--- src/rtl/sum4_pkg.sv ---
// Shared width and bitwise generate/propagate helpers for the sum4 adder and
// the second-level lookahead unit built from cla4_logic.
package sum4_pkg;

  localparam int unsigned SUM4_W = 4;

  function automatic logic [SUM4_W-1:0] gen_bits(input logic [SUM4_W-1:0] a,
                                                 input logic [SUM4_W-1:0] b);
    return a & b;
  endfunction

  // XOR propagate so the same term doubles as the half-sum for S.
  function automatic logic [SUM4_W-1:0] prop_bits(input logic [SUM4_W-1:0] a,
                                                  input logic [SUM4_W-1:0] b);
    return a ^ b;
  endfunction

endpackage

--- src/rtl/cla4_logic.sv ---
// Purely combinational 4-bit lookahead unit: flat sum-of-products carries plus group P/G.
// Also usable as the second-level unit when cascading four adders.
module cla4_logic
  import sum4_pkg::*;
(
  input  logic [SUM4_W-1:0] p,
  input  logic [SUM4_W-1:0] g,
  input  logic              c0,
  output logic [SUM4_W:1]   c,
  output logic              P_grp,
  output logic              G_grp
);

  // Every carry is built directly from p/g/c0; no carry feeds the next one.
  assign c[1] = g[0] | (p[0] & c0);
  assign c[2] = g[1] | (p[1] & g[0]) | (p[1] & p[0] & c0);
  assign c[3] = g[2] | (p[2] & g[1]) | (p[2] & p[1] & g[0]) | (p[2] & p[1] & p[0] & c0);

  assign P_grp = &p;
  assign G_grp = g[3] | (p[3] & g[2]) | (p[3] & p[2] & g[1]) | (p[3] & p[2] & p[1] & g[0]);

  assign c[4] = G_grp | (P_grp & c0);

endmodule

--- src/rtl/sum4.sv ---
// 4-bit carry-lookahead adder with a single registered output stage and
// asynchronous active-low clear.
module sum4
  import sum4_pkg::*;
(
  output logic [SUM4_W-1:0] S,
  output logic              C_out,
  input  logic [SUM4_W-1:0] A,
  input  logic [SUM4_W-1:0] B,
  input  logic              c_in,
  input  logic              clk,
  input  logic              rst_n,
  output logic              P_grp,
  output logic              G_grp
);

  logic [SUM4_W-1:0] g;
  logic [SUM4_W-1:0] p;
  logic [SUM4_W:1]   c;
  logic              p_grp_d;
  logic              g_grp_d;
  logic [SUM4_W-1:0] s_d;

  assign g = gen_bits(A, B);
  assign p = prop_bits(A, B);

  cla4_logic u_cla (
    .p     (p),
    .g     (g),
    .c0    (c_in),
    .c     (c),
    .P_grp (p_grp_d),
    .G_grp (g_grp_d)
  );

  assign s_d = p ^ {c[SUM4_W-1:1], c_in};

  always_ff @(posedge clk or negedge rst_n) begin
    if (!rst_n) begin
      S     <= '0;
      C_out <= 1'b0;
      P_grp <= 1'b0;
      G_grp <= 1'b0;
    end else begin
      S     <= s_d;
      C_out <= c[SUM4_W];
      P_grp <= p_grp_d;
      G_grp <= g_grp_d;
    end
  end

endmodule

--- config.mk ---
export PLATFORM = sky130hd
export DESIGN_NAME = sum4
export DESIGN_NICKNAME = d
export VERILOG_FILES = /design/src/rtl/sum4_pkg.sv /design/src/rtl/cla4_logic.sv /design/src/rtl/sum4.sv
export SDC_FILE = /design/constraint.sdc
export NUM_CORES = 1
export LEC_CHECK = 0
export CELL_PAD_IN_SITES_DETAIL_PLACEMENT = 1
export CELL_PAD_IN_SITES_GLOBAL_PLACEMENT = 1
export CORE_AREA = 2 2 42 44
export DETAILED_ROUTE_END_ITERATION = 7
export DIE_AREA = 0 0 44 46
export MAX_ROUTING_LAYER = met4
export PLACE_DENSITY = 0.72
export SYNTH_ARGS = -nofsm -noshare
export SYNTH_HDL_FRONTEND = slang
export SYNTH_SLANG_ARGS = --single-unit
--- constraint.sdc ---
create_clock -name clk -period 0.8 [get_ports clk]
set_input_delay 0.12 -clock clk [delete_from_list [all_inputs] [get_ports clk]]
set_output_delay 0.12 -clock clk [all_outputs]
set_load 0.1 [all_outputs]
==> Word-level counts from Yosys, hierarchy flattened <==
Cells that the tools add are included.
{ "classes": {"bitwise_logic": 28, "n_reduce_logical": 1} }
{ "op_table": {"columns": ["cell", "count"], "rows": [
  ["AND 1 bit", 15],
  ["bitwise OR 1 bit", 10],
  ["XOR 4 bit", 2],
  ["AND 4 bit", 1],
  ["AND reduction 4 bit", 1]
]} }
{ "word_totals": {"output_inout_bits": 7, "input_bits": 11, "regBits": 7, "wordCells": 33} }

==> Logic depth before layout (Yosys ltp) <==
{ "depth": {"ltp_word": 6, "depth_mapped": 4, "ltp_nobuf": 4} }

==> Hierarchy <==
Synthesis repeated with hierarchy kept, for this count alone.
{ "unflattened": {"cells_unflattened": 25, "area_unflattened_um2": 320.3} }
{ "modules_own_cells": {"columns": ["mod", "seq_area_each_um2", "cells_per_inst", "instances", "area_each_um2"], "rows": [
  ["sum4", 175.2, 15, 1, 260.2],
  ["cla4_logic", 0.0, 10, 1, 60.1]
]} }

==> Worst setup path before layout <==
No wires, ideal clock.
{ "synth_timing": {"path_kind": "in2reg", "start": "input A[1]", "end": "register C_out", "required_ns": 0.682, "setup_ns": 0.118, "path_slack_ns": -0.237, "t_arrival_ns": 0.919, "cell_stages": 4, "path_buffers": 0, "cell_sequence": "ha_1 a41oi_2 o21ai_2 a21o_1"} }
{ "synth_between": {"elab_chain_cells": 5, "elab_cells_between_ends": 10, "cone_classes": "bitwise (9); reduce/logical (1)"} }
{ "synth_rtl": {"columns": ["item", "line_no", "rtl"], "rows": [
  ["start: declaration", "sum4.sv:8", "input logic [SUM4_W-1:0] A,"],
  ["AND 4 bit or XOR 4 bit (tied branches)", "sum4_pkg.sv:9, sum4_pkg.sv:15", null],
  ["AND 1 bit", "cla4_logic.sv:20", "assign G_grp = g[3] | (p[3] & g[2]) | (p[3] & p[2] & g[1]) | (p[3] & p[2] & p[1] & g[0]);"],
  ["bitwise OR 1 bit or AND 1 bit (tied branches)", "cla4_logic.sv:20", null],
  ["bitwise OR 1 bit", "cla4_logic.sv:20", null],
  ["bitwise OR 1 bit (*)", "cla4_logic.sv:22", "assign c[4] = G_grp | (P_grp & c0);"],
  ["net c, one bit", "sum4.sv:19", "logic [SUM4_W:1] c;"],
  ["end signal: assignment", "sum4.sv:46", "C_out <= c[SUM4_W];"],
  ["end: declaration", "sum4.sv:7", "output logic C_out,"]
]} }
The timed path passes the listed nets; every way through them passes the cells marked *.

==> Worst setup path after layout <==
{ "layout_timing": {"start": "register C_out", "end": "output C_out"} }
No word-level cell between the ends.

==> impl_metrics.tcl <==
set metrics [dict create \
    status "finished with violations" \
    violations "setup timing" \
    yosysUniqueCellTypes 13 \
    slew_headroom_pct 79.8 \
    grt_pass1_wl_um 1510 \
    yosysTopAreaCellShare_pct 47.5 \
    overflow 0 \
    die_x_um 44 \
    arrival_ps 820 \
    yosys_warnings 0 \
    worstPathRequired_ps 680 \
    clock-sinks 7 \
    ctsHoldBuffers 0 \
    cap_violations 0 \
    slowest_stage "dfrtp_2" \
    place.gp.congestion 0.716 \
    io_pins 18 \
    grt.total_usage_pct 11.5 \
    grt_antenna_before_repair 0 \
    dr.pass1.iters 3 \
    drtAntennaViolNets 0 \
    die_h_um 46 \
    finalCritPeriodShare_pct 118 \
    grt_max_degree 8 \
    crit_path_end_kind "primary output" \
    power.leakage_nw 0.341 \
    worst-slew-pin-transition_ps 302 \
    synth_top_area_cell "dfrtp_1" \
    finalMaxSlewViolations 0 \
    wl_per_cell_um 12.3 \
    cts_buffers 3 \
    dieArea_mm2 0.00202 \
    synth_area_per_cell_um2 12.7 \
    yosys-top-cells-area "dfrtp_1 (47%), ha_1 (14%), a21o_1 (6.1%)" \
    placed_area_um2 728 \
    final_cells 72 \
    area_growth_pct 105 \
    fin_ws_ps -144 \
    cts_root_buf "clkbuf_4" \
    max_freq_mhz 1060 \
    ir_worst_vdd_v 0.000689 \
    layout-drive-gt1-share_pct 72.7 \
    h-tree-depth 1 \
    finalSetupViolations 7 \
    coreArea_mm2 0.00161 \
    ys_seq_area_share_pct 47.5 \
    synth-seq-cells 7 \
    final_area_um2 756 \
    cts_tree "yes" \
    grt_pass1_vias 337 \
    crit_path_max_fanout 1 \
    drc 0 \
    hpwl_um 804 \
    hp-class "input port to async pin" \
    synth_cells 29 \
    drt_iter0_drc 2 \
    criticalPathCategory "flip-flop to primary output" \
    vias 304 \
    path_clk_slew_ps 50 \
    initial_core_util_pct 22.9 \
    layout_min_cycle_time_ps 944 \
    cts.path.max_buffers 2 \
    synth_nets 45 \
    finalHoldViolCount 0 \
    via_per_inst 4.22 \
    nets 72 \
    path_delay_family "flip-flops" \
    worstPathCellList "buf_12" \
    std_cell_rows 15 \
    dp_cells 68 \
    diodes 0 \
    critical_path.max_stage_delay_ps 410 \
    synthesis.area_um2 369 \
    portBuffers 17 \
    rsz0062_at_grt "true" \
    cp.buffers_inverters 1 \
    power_density_mw_per_mm2 2200 \
    crit_path_start_kind "flip-flop" \
    route.final.wire_length_um 888 \
]
-- final cells by class --
cell class                      instances  area, µm²
Fill cell                             164        858
Timing Repair Buffer                   22        259
Multi-Input combinational cell         17        239
Sequential cell                         7        184
Clock buffer                            4       26.3
Inverter                                5       26.3
Tap cell                               17       21.3
-- through the flow --
stage | power, mW | setup WS (ps) | TNS, ps | hold WS (ps) | util (%)
final | 1.67 | -144 | -979 | 130 | 46.8
after global routing | 1.75 | -186 | -1210 | 128 | 46.8
after CTS | 1.69 | -161 | -1080 | 132 | 46.0
after detailed placement | 1.37 | -661 | -4310 | 399 | 45.1
after global placement | 1.35 | -645 | -4150 | 388 | 45.1
after floorplan | 0.975 | -112 | -277 | -176 | -
-- power by group --
group	switching, mW	total, mW	leakage (nW)	internal [mW]
combinational	0.535	0.894	0.249	0.360
sequential	0.0458	0.464	0.0768	0.418
clock	0.118	0.308	0.0150	0.190
-- flip-flops by register name, summed over array words and instances, names as in the netlist --
name and cells:
P_grp 1, C_out 1, S 4, G_grp 1
-- worst paths after layout --
kind | startpoint | end | slack [ps] | cells after the start
max | C_out | C_out | -140 | 1
min | rst_n | S[0] | 130 | 1
max in group asynchronous | rst_n | G_grp | 420 | 1
min in group clk | A[2] | S[3] | 280 | 5
-- cells in the final DEF (no fill, tap or decap) --
| cell type | netlist | layout |
|---|---|---|
| a21o_1 | 3 | 3 |
| a21oi_2 | 1 | 1 |
| a21oi_4 | 0 | 1 |
| a41oi_2 | 1 | 1 |
| and4_2 | 1 | 1 |
| buf_12 | 0 | 7 |
| buf_2 | 0 | 4 |
| buf_4 | 0 | 5 |
| buf_6 | 0 | 3 |
| clkbuf_1 | 0 | 1 |
| clkbuf_4 | 0 | 3 |
| clkdlybuf4s50_1 | 0 | 1 |
| dfrtp_2 | 0 | 7 |
| dlygate4sd2_1 | 0 | 2 |
| fa_2 | 0 | 1 |
| ha_4 | 0 | 4 |
| inv_1 | 5 | 4 |
| inv_8 | 0 | 1 |
| o21ai_2 | 1 | 1 |
| o21bai_1 | 1 | 1 |
| xnor2_1 | 2 | 2 |
| xor2_1 | 1 | 1 |
-- synthesized netlist by cell type --
cell type	number
a21oi_2	1
a21oi_1	1
o21ai_2	1
a21o_1	3
xnor2_1	2
o21bai_1	1
dfrtp_1	7
and4_2	1
fa_1	1
xor2_1	1
a41oi_2	1
ha_1	4
inv_1	5
-- cell families (layout without fill, tap and decap cells) --
family | Yosys count | after routing | share of synthesized area [%]
AND/OR/NAND/NOR | 1 | 1 | 2.71
AO/OA/AOI/OAI | 8 | 8 | 18.6
adder cells (fa/ha/maj) | 5 | 5 | 19.0
buffers and inverters | 5 | 31 | 5.09
XOR/XNOR | 3 | 3 | 7.12
flip-flops | 7 | 7 | 47.5
-- repair_timing --
item	4_1_cts	5_1_grt
setup endpoints to repair	14	9
gates resized for setup	34	2
setup buffers	0	0
pin swaps	5	3
-- routing by layer --
metal  up-vias  track usage, %  part of all wire (%)
li1        149               -                     -
met1       144            10.7                    36
met2        11            20.6                    58
met3         0            3.57                   5.4
met4         0            7.27                     0
met5         -               -                     0
(Power assumes the default switching activity.)
